**config.mk**
```make
export PLATFORM = sky130hd
export DESIGN_NAME = logic_op_sequencer_flat
export DESIGN_NICKNAME = d
export VERILOG_FILES = /design/src/rtl/logic_op_sequencer_if.sv /design/src/rtl/logic_op_sequencer.sv /design/src/flat_wrapper.sv
export SDC_FILE = /design/constraint.sdc
export NUM_CORES = 2
export LEC_CHECK = 0
export ABC_AREA = 1
export BUFFER_PORTS_ARGS = -buffer_cell sky130_fd_sc_hd__buf_2
export CORE_AREA = 10 10 356 358
export DETAILED_ROUTE_END_ITERATION = 8
export DIE_AREA = 0 0 366 368
export GPL_TIMING_DRIVEN = 0
export HOLD_SLACK_MARGIN = 0.05
export PLACE_DENSITY = 0.46
export REMOVE_ABC_BUFFERS = 1
export SLEW_MARGIN = 5
export SYNTH_ARGS = -nofsm -noshare
export SYNTH_HDL_FRONTEND = slang
export SYNTH_SLANG_ARGS = --single-unit
```
**constraint.sdc**
```tcl
create_clock -name clk -period 57.8 [get_ports clk]
set_input_delay 11.56 -clock clk [delete_from_list [all_inputs] [get_ports clk]]
set_output_delay 11.56 -clock clk [all_outputs]
set_load 0.01 [all_outputs]
```
**src/rtl/logic_op_sequencer_if.sv**
```systemverilog
// logic_op_sequencer_if: command, row stream, status and logical-unit signals of the sequencer
interface logic_op_sequencer_if #(
    parameter int CNT_W = 8
);
    logic             cmd_valid;
    logic             cmd_ready;
    logic [2:0]       cmd_op;
    logic [31:0]      cmd_const;
    logic             row_in_valid;
    logic             row_in_ready;
    logic [31:0]      row_in_data;
    logic             row_out_valid;
    logic             row_out_ready;
    logic [31:0]      row_out_data;
    logic             row_out_last;
    logic             busy;
    logic             err_timeout;
    logic             lu_clear;
    logic [CNT_W-1:0] lu_lines_count;
    logic [255:0]     lu_matrix_a;
    logic [255:0]     lu_matrix_b;
    logic [31:0]      lu_constant;
    logic [7:0]       lu_op_sel;
    logic             lu_ready;
    logic [255:0]     lu_result;

    modport slave (
        input  cmd_valid, cmd_op, cmd_const, row_in_valid, row_in_data, row_out_ready, lu_ready, lu_result,
        output cmd_ready, row_in_ready, row_out_valid, row_out_data, row_out_last, busy, err_timeout,
               lu_clear, lu_lines_count, lu_matrix_a, lu_matrix_b, lu_constant, lu_op_sel
    );

    modport master (
        output cmd_valid, cmd_op, cmd_const, row_in_valid, row_in_data, row_out_ready, lu_ready, lu_result,
        input  cmd_ready, row_in_ready, row_out_valid, row_out_data, row_out_last, busy, err_timeout,
               lu_clear, lu_lines_count, lu_matrix_a, lu_matrix_b, lu_constant, lu_op_sel
    );
endinterface

```
**src/rtl/logic_op_sequencer.sv**
```systemverilog
// logic_op_sequencer: loads operand rows, runs the 8x32 matrix logical unit and drains its result as rows
module logic_op_sequencer #(
    parameter int TIMEOUT_CYCLES = 64,
    parameter int CNT_W = 8
) (
    input logic                clk,
    input logic                reset,
    logic_op_sequencer_if.slave bus
);
    localparam logic [2:0] IDLE   = 3'd0;
    localparam logic [2:0] LOAD_A = 3'd1;
    localparam logic [2:0] LOAD_B = 3'd2;
    localparam logic [2:0] EXEC   = 3'd3;
    localparam logic [2:0] DRAIN  = 3'd4;
    localparam logic [2:0] CLEAR  = 3'd5;

    logic [2:0]       state_q, state_d;
    logic [2:0]       op_q, op_d;
    logic [31:0]      const_q, const_d;
    logic [255:0]     a_q, a_d, b_q, b_d, res_q, res_d;
    logic [CNT_W-1:0] cnt_q, cnt_d, tmo_q, tmo_d;
    logic [2:0]       r_q, r_d;
    logic             err_q, err_d, clr_q, clr_d;
    logic             cmd_fire, in_fire, out_fire, two_op;

    assign cmd_fire           = bus.cmd_valid && bus.cmd_ready;
    assign in_fire            = bus.row_in_valid && bus.row_in_ready;
    assign out_fire           = bus.row_out_valid && bus.row_out_ready;
    assign two_op             = (op_q == 3'd5) || (op_q == 3'd7);
    assign bus.cmd_ready      = state_q == IDLE;
    assign bus.busy           = state_q != IDLE;
    assign bus.row_in_ready   = (state_q == LOAD_A) || (state_q == LOAD_B);
    assign bus.row_out_valid  = state_q == DRAIN;
    assign bus.row_out_last   = (state_q == DRAIN) && (r_q == 3'd7);
    assign bus.row_out_data   = res_q[{~r_q, 5'd0} +: 32];
    assign bus.err_timeout    = err_q;
    assign bus.lu_clear       = clr_q || (state_q == CLEAR);
    assign bus.lu_lines_count = cnt_q;
    assign bus.lu_matrix_a    = a_q;
    assign bus.lu_matrix_b    = b_q;
    assign bus.lu_constant    = const_q;
    assign bus.lu_op_sel      = (state_q == EXEC) ? (8'b1 << op_q) : 8'b0;

    // Next-state and datapath updates; row k lives at bits [(7-k)*32 +: 32], i.e. row 0 at the top
    always_comb begin
        state_d = state_q;
        op_d    = op_q;
        const_d = const_q;
        a_d     = a_q;
        b_d     = b_q;
        res_d   = res_q;
        cnt_d   = cnt_q;
        tmo_d   = tmo_q;
        r_d     = r_q;
        err_d   = err_q;
        clr_d   = 1'b0;
        case (state_q)
            IDLE: if (cmd_fire) begin
                op_d    = bus.cmd_op;
                const_d = bus.cmd_const;
                a_d     = '0;
                b_d     = '0;
                cnt_d   = '0;
                err_d   = 1'b0;
                clr_d   = 1'b1;
                state_d = LOAD_A;
            end
            LOAD_A: if (in_fire) begin
                a_d[{~cnt_q[2:0], 5'd0} +: 32] = bus.row_in_data;
                cnt_d = cnt_q + CNT_W'(1);
                tmo_d = '0;
                if (cnt_q == CNT_W'(7)) state_d = two_op ? LOAD_B : EXEC;
            end
            LOAD_B: if (in_fire) begin
                b_d[{~cnt_q[2:0], 5'd0} +: 32] = bus.row_in_data;
                cnt_d = cnt_q + CNT_W'(1);
                tmo_d = '0;
                if (cnt_q == CNT_W'(15)) state_d = EXEC;
            end
            EXEC: if (bus.lu_ready) begin
                res_d   = bus.lu_result;
                r_d     = 3'd0;
                state_d = DRAIN;
            end else if (tmo_q == CNT_W'(TIMEOUT_CYCLES - 1)) begin
                err_d   = 1'b1;
                state_d = CLEAR;
            end else begin
                tmo_d = tmo_q + CNT_W'(1);
            end
            DRAIN: if (out_fire) begin
                r_d = r_q + 3'd1;
                if (r_q == 3'd7) state_d = CLEAR;
            end
            CLEAR: begin
                cnt_d   = '0;
                state_d = IDLE;
            end
            default: state_d = IDLE;
        endcase
    end

    // State registers with asynchronous abort to an all-zero IDLE
    always_ff @(posedge clk or posedge reset) begin
        if (reset) begin
            state_q <= IDLE;
            op_q    <= '0;
            const_q <= '0;
            a_q     <= '0;
            b_q     <= '0;
            res_q   <= '0;
            cnt_q   <= '0;
            tmo_q   <= '0;
            r_q     <= '0;
            err_q   <= 1'b0;
            clr_q   <= 1'b0;
        end else begin
            state_q <= state_d;
            op_q    <= op_d;
            const_q <= const_d;
            a_q     <= a_d;
            b_q     <= b_d;
            res_q   <= res_d;
            cnt_q   <= cnt_d;
            tmo_q   <= tmo_d;
            r_q     <= r_d;
            err_q   <= err_d;
            clr_q   <= clr_d;
        end
    end
endmodule

```
**src/flat_wrapper.sv**
```systemverilog
// flat-port wrapper written by rule: the top's interface ports become plain ports
module logic_op_sequencer_flat 
#(
    parameter int TIMEOUT_CYCLES = 64,
    parameter int CNT_W = 8
)
  (clk, reset, bus_cmd_valid, bus_cmd_op, bus_cmd_const, bus_row_in_valid, bus_row_in_data, bus_row_out_ready, bus_lu_ready, bus_lu_result, bus_cmd_ready, bus_row_in_ready, bus_row_out_valid, bus_row_out_data, bus_row_out_last, bus_busy, bus_err_timeout, bus_lu_clear, bus_lu_lines_count, bus_lu_matrix_a, bus_lu_matrix_b, bus_lu_constant, bus_lu_op_sel);
  logic_op_sequencer_if #(.CNT_W(CNT_W)) bus_i ();
  input logic clk;
  input logic reset;
  input wire logic [$bits(bus_i.cmd_valid)-1:0] bus_cmd_valid;
  input wire logic [$bits(bus_i.cmd_op)-1:0] bus_cmd_op;
  input wire logic [$bits(bus_i.cmd_const)-1:0] bus_cmd_const;
  input wire logic [$bits(bus_i.row_in_valid)-1:0] bus_row_in_valid;
  input wire logic [$bits(bus_i.row_in_data)-1:0] bus_row_in_data;
  input wire logic [$bits(bus_i.row_out_ready)-1:0] bus_row_out_ready;
  input wire logic [$bits(bus_i.lu_ready)-1:0] bus_lu_ready;
  input wire logic [$bits(bus_i.lu_result)-1:0] bus_lu_result;
  output wire logic [$bits(bus_i.cmd_ready)-1:0] bus_cmd_ready;
  output wire logic [$bits(bus_i.row_in_ready)-1:0] bus_row_in_ready;
  output wire logic [$bits(bus_i.row_out_valid)-1:0] bus_row_out_valid;
  output wire logic [$bits(bus_i.row_out_data)-1:0] bus_row_out_data;
  output wire logic [$bits(bus_i.row_out_last)-1:0] bus_row_out_last;
  output wire logic [$bits(bus_i.busy)-1:0] bus_busy;
  output wire logic [$bits(bus_i.err_timeout)-1:0] bus_err_timeout;
  output wire logic [$bits(bus_i.lu_clear)-1:0] bus_lu_clear;
  output wire logic [$bits(bus_i.lu_lines_count)-1:0] bus_lu_lines_count;
  output wire logic [$bits(bus_i.lu_matrix_a)-1:0] bus_lu_matrix_a;
  output wire logic [$bits(bus_i.lu_matrix_b)-1:0] bus_lu_matrix_b;
  output wire logic [$bits(bus_i.lu_constant)-1:0] bus_lu_constant;
  output wire logic [$bits(bus_i.lu_op_sel)-1:0] bus_lu_op_sel;
  assign bus_i.cmd_valid = bus_cmd_valid;
  assign bus_i.cmd_op = bus_cmd_op;
  assign bus_i.cmd_const = bus_cmd_const;
  assign bus_i.row_in_valid = bus_row_in_valid;
  assign bus_i.row_in_data = bus_row_in_data;
  assign bus_i.row_out_ready = bus_row_out_ready;
  assign bus_i.lu_ready = bus_lu_ready;
  assign bus_i.lu_result = bus_lu_result;
  assign bus_cmd_ready = bus_i.cmd_ready;
  assign bus_row_in_ready = bus_i.row_in_ready;
  assign bus_row_out_valid = bus_i.row_out_valid;
  assign bus_row_out_data = bus_i.row_out_data;
  assign bus_row_out_last = bus_i.row_out_last;
  assign bus_busy = bus_i.busy;
  assign bus_err_timeout = bus_i.err_timeout;
  assign bus_lu_clear = bus_i.lu_clear;
  assign bus_lu_lines_count = bus_i.lu_lines_count;
  assign bus_lu_matrix_a = bus_i.lu_matrix_a;
  assign bus_lu_matrix_b = bus_i.lu_matrix_b;
  assign bus_lu_constant = bus_i.lu_constant;
  assign bus_lu_op_sel = bus_i.lu_op_sel;
  logic_op_sequencer #(.TIMEOUT_CYCLES(TIMEOUT_CYCLES), .CNT_W(CNT_W)) u_core (.clk(clk), .reset(reset), .bus(bus_i));
endmodule
```
# After elaboration in Yosys (flattened, before gate mapping)
# Cells that the tools add are included.
[totals] out_inout_bits=599 in_bits=329 regBits=827 wordCells=105
[classes] n_eq_ne=24 mux=35 n_reduce_logical=25 add_sub_neg=4 n_shift=4 bitwise_logic=2
[op_table] op="256-bit case mux with 2 select lines" count=2
[op_table] op="256-bit 2-to-1 mux" count=3
[op_table] op="256-bit bitwise mux" count=2
[op_table] op="32-bit by 10-bit variable shift with 256-bit output (first input constant)" count=1
[op_table] op="256-bit by 9-bit indexed part select with 32-bit output" count=1
[op_table] op="32-bit by 10-bit indexed part select with 256-bit output" count=1
[op_table] op="8-bit 2-to-1 mux" count=6
[op_table] op="3-bit 2-to-1 mux" count=11
[op_table] op="8-bit case mux with 3 select lines" count=1
[op_table] op="2-bit != test (second input constant)" count=9
[op_table] op="8-bit by 1-bit adder with 8-bit output (second input constant)" count=2
[op_table] op="8-bit case mux with 2 select lines" count=1
[op_table] op="3-bit == test (second input constant)" count=5
[op_table] op="3-bit case mux with 5 select lines" count=1
[op_table] op="3-bit AND reduction" count=4
[op_table] op="8-bit negation with 10-bit output" count=1
[op_table] op="2-bit nonzero test" count=5
[op_table] op="8-bit by 3-bit == test with 1-bit output (second input constant)" count=1
[op_table] op="8-bit by 4-bit == test with 1-bit output (second input constant)" count=1
[op_table] op="8-bit by 6-bit == test with 1-bit output (second input constant)" count=1
[op_table] op="4-bit AND reduction" count=2
[op_table] op="8-bit AND reduction" count=1
[op_table] op="1-bit by 3-bit << shifter with 8-bit output (first input constant)" count=1
[op_table] op="3-bit by 2-bit == test with 1-bit output (second input constant)" count=2
[op_table] op="other kinds (14)" count=29

# Depth between registers and ports, before layout
[depth] depth_word=6 depth_mapped=11 ltp_nobuf=10

# Worst setup path before layout
# Ideal clock, no wire load.
[synth_timing] kind="register to output" startpoint="reg u_core.r_q[0]" endpoint="out bus_row_out_data[10]" path_slack_ps=44708 path_stages_with_launch=9 t_required_ps=46240 arrival_ps=1532 path_buffers=3 path_cell_list="dfrtp_1 clkbuf_1 inv_1 clkbuf_1 buf_1 nor2_1 o22ai_1 nand2_1 nand2_1"
[synth_via] elab_chain_cells=2
[synth_lines] element="start: declaration" line="logic_op_sequencer.sv:22" text="logic [2:0] r_q, r_d;"
[synth_lines] element="start signal: assignment" line="logic_op_sequencer.sv:125" text="r_q <= r_d;"
[synth_lines] element="3-bit NOT" line="logic_op_sequencer.sv:35" text="assign bus.row_out_data = res_q[{~r_q, 5'd0} +: 32];"
[synth_lines] element="256-bit by 9-bit indexed part select with 32-bit output" line="logic_op_sequencer.sv:35"
[synth_lines] element="end: declaration" line="flat_wrapper.sv:22" text="output wire logic [$bits(bus_i.row_out_data)-1:0] bus_row_out_data;"
# No other way between the ends.

# Final worst setup path
[layout_timing] startpoint="reg u_core.r_q[0]" endpoint="out bus_row_out_data[31]"
# The elaborated chain is that of the path after synthesis.

==> results.sh <==
export IMPL_status="completed"
export IMPL_chipHeight_microns=368
export IMPL_antenna_found_initial=69
export IMPL_htree_num_levels=3
export IMPL_required_ns=46.24
export IMPL_p_sw_share_pct=39.4
export IMPL_cts_setup_buffers=0
export IMPL_clk_latency_ns=0.70
export IMPL_cts_resized=0
export IMPL_grt_pass1_wl_microns=220000
export IMPL_totalWireLength_microns=156000
export IMPL_area_growth_pct=30.4
export IMPL_cts_buffers=99
export IMPL_rsz0062_at_grt="false"
export IMPL_crit_arrival_ns=2.82
export IMPL_synth_edf_count=0
export IMPL_finalClockSkew_ns=0.0489
export IMPL_clkTransAtPathRegs_ns=0.06
export IMPL_grt_max_degree=126
export IMPL_total_power_w=0.00230
export IMPL_gp_congestion=0.795
export IMPL_nFillCells=12500
export IMPL_whs_ns=0.463
export IMPL_cts_buffer_depth=3
export IMPL_grt_use_total_pct=22.3
export IMPL_yosys_cell_types_count=34
export IMPL_yosys_area_top_type_share_pct=60.8
export IMPL_drtIter0Drc=2251
export IMPL_first_pass_iters=5
export IMPL_ys_top_cells_by_area="dfrtp_1 (61%), nand2_1 (12%), o21ai_0 (6.5%)"
export IMPL_cts_tree="built"
export IMPL_cts_root_buf="clkbuf_16"
export IMPL_fp_dieW_microns=366
export IMPL_relSlewSlack_pct=31.5
export IMPL_ir_drop_v=0.0000267
export IMPL_syn_area_sq_um=34000
export IMPL_ant_nets=0
export IMPL_startpoint_type="flop"
export IMPL_async_flop_share_pct=100
export IMPL_drc=0
export IMPL_hold_class="flop to flop"
export IMPL_core_sq_um=119000
export IMPL_crit_fanout=73
export IMPL_initial_core_util_pct=28.5
export IMPL_end_kind="output port"
export IMPL_final_hold_viol_count=0
export IMPL_period_share_pct=24.9
export IMPL_period_minus_slack_ns=14.38
export IMPL_power_leakage_nw=22.5
export IMPL_grt_pass1_vias=28800
export IMPL_drv_slew=0
export IMPL_grt_ovfl_total=0
export IMPL_clock_sinks=827
export IMPL_cts_hold_fix_buffers=0
export IMPL_maxCapViolCount=0
export IMPL_std_cell_rows=127
export IMPL_worst_pin_slew_ns=1.03
export IMPL_synth_seq_area_share_pct=60.8
export IMPL_combPwrFrac_pct=36.3
export IMPL_clockPowerShare_pct=27.5
export IMPL_avgSynthCellArea_sq_um=9.66
export IMPL_nets=4712
export IMPL_power_internal_w=0.00139
export IMPL_yosysTopAreaCell="dfrtp_1"
export IMPL_syn_inst=3523
export IMPL_powerDensity_nw_per_um2=51.7
export IMPL_drive_gt1_share_pct=27.9
export IMPL_power_switching_w=0.000904
export IMPL_routed_via_count=28700
export IMPL_dp_hpwl_microns=115000
export IMPL_yosys_top_cells_count="nand2_1 (1122), dfrtp_1 (827), o21ai_0 (439)"
export IMPL_avgViaCountPerCell=4.72
export IMPL_ys_seq_elements=827
export IMPL_power_frac_seq_pct=36.2
export IMPL_finalSetupTns_ns=0
export IMPL_portBuffers=927
export IMPL_synthFlopType="dfrtp_1"
export IMPL_wl_per_cell_microns=25.6
export IMPL_synth_most_common_cell="nand2_1"
export IMPL_setup_viol=0
export IMPL_die_area_sq_um=135000
export IMPL_ios=928
export IMPL_fmax_mhz=69.5
export IMPL_yosys_warnings=0
export IMPL_critical_path_class="flop to output port"
## worst max-delay path, cell delays in order, from the launching register on
cell and delay, ns:
dfrtp_4 0.64, buf_16 0.32, buf_16 0.29, a21oi_1 0.16, o21ai_0 0.15, o21ai_0 0.14, nand2_1 0.07, nand2_1 0.08
buf_2 0.19
## stage by stage
stage,util (%),setup slack (ns),instances,instance area [sq um]
6_report,37.2,43.42,6084,44400
5_1_grt,37.2,43.19,6075,44400
4_1_cts,37.2,43.25,6069,44300
3_5_place_dp,34.4,43.90,5888,41100
3_3_place_gp,33.3,10.95,5841,39700
2_1_floorplan,-,23.01,3302,33100
## placed cells by master, fill, tap and decap left out, drive strengths merged
cell / n
o21bai: 1
nand4: 4
nand2: 1127
o22ai: 69
mux2: 224
mux2i: 32
nor2: 203
nand3: 23
xnor2: 1
diode: 15
buf: 974
a21o: 1
clkinv: 20
a21oi: 68
clkinvlp: 5
inv: 168
clkbuf: 151
o21ai: 543
ha: 6
xor2: 6
dfrtp: 827
nor3: 1
bufinv: 3
## cell type report
cell class              instances  area (sq um)  share of cell area, %
flip-flops and latches        827         20700                   46.6
multi-input cells            2309         11900                   26.9
repair buffers                974          5770                   13.0
clock buffers                 151          2920                   6.59
well taps                    1612          2020                   4.54
inverters                     166           643                   1.45
clock inverters                30           364                  0.820
diodes                         15          37.5                 0.0846
## final timing paths
| check | start | to | slack [ns] | cells past startpoint |
|---|---|---|---|---|
| max in group asynchronous | reset | u_core.bus.lu_matrix_a[30]$_DFFE_PP0P_ | 45.27 | 5 |
| worst min register to register | u_core.bus.lu_constant[30]$_DFFE_PP0P_ | u_core.bus.lu_constant[30]$_DFFE_PP0P_ | 0.46 | 2 |
| worst max register to register | u_core.bus.lu_lines_count[0]$_DFFE_PP0P_ | u_core.bus.lu_matrix_a[208]$_DFFE_PP0P_ | 53.60 | 9 |
| worst min-delay path | u_core.bus.lu_constant[30]$_DFFE_PP0P_ | u_core.bus.lu_constant[30]$_DFFE_PP0P_ | 0.46 | 2 |
| worst max-delay path | u_core.r_q[0]$_DFFE_PP0P_ | bus_row_out_data[31] | 43.42 | 8 |
| min in group asynchronous | reset | u_core.bus.lu_constant[12]$_DFFE_PP0P_ | 10.83 | 2 |
## kinds of logic after synthesis
logic type / Yosys count / share of synthesized area (%)
DFF: 827 / 60.8
and+or+nand+nor: 1358 / 15.3
muxes: 256 / 8.35
AOI/OAI and AO/OA: 682 / 10.5
xor gates and xnor gates: 7 / 0.180
buffers and inverters: 387 / 4.67
adders and majority gates: 6 / 0.221
## registers in the layout (all words and copies together) (netlist names), 3 cells and up
register and flops:
u_core.bus.lu_constant 32, u_core.bus.lu_lines_count 8, u_core.bus.lu_matrix_a 256, u_core.bus.lu_matrix_b 256
u_core.op_q 3, u_core.r_q 3, u_core.res_q 256, u_core.state_q 3
u_core.tmo_q 8
## layer usage
metal,vias up,GRT usage (%),part of all wire (%)
li1,13200,-,-
met1,14200,26.3,40
met2,924,37.7,48
met3,304,7.58,7.8
met4,82,7.44,3.8
met5,-,0,0.30
## power by group through the flow
| stage | clock, W | sequential [W] | combinational, W |
|---|---|---|---|
| 2_1_floorplan | 0 | 0.000869 | 0.000384 |
| 3_3_place_gp | 0 | 0.000872 | 0.000778 |
| 3_5_place_dp | 0 | 0.000840 | 0.000856 |
| 4_1_cts | 0.000649 | 0.000830 | 0.000858 |
| 5_1_grt | 0.000669 | 0.000851 | 0.000914 |
| 6_report | 0.000632 | 0.000831 | 0.000834 |
Power figures use the tool's default switching activity.
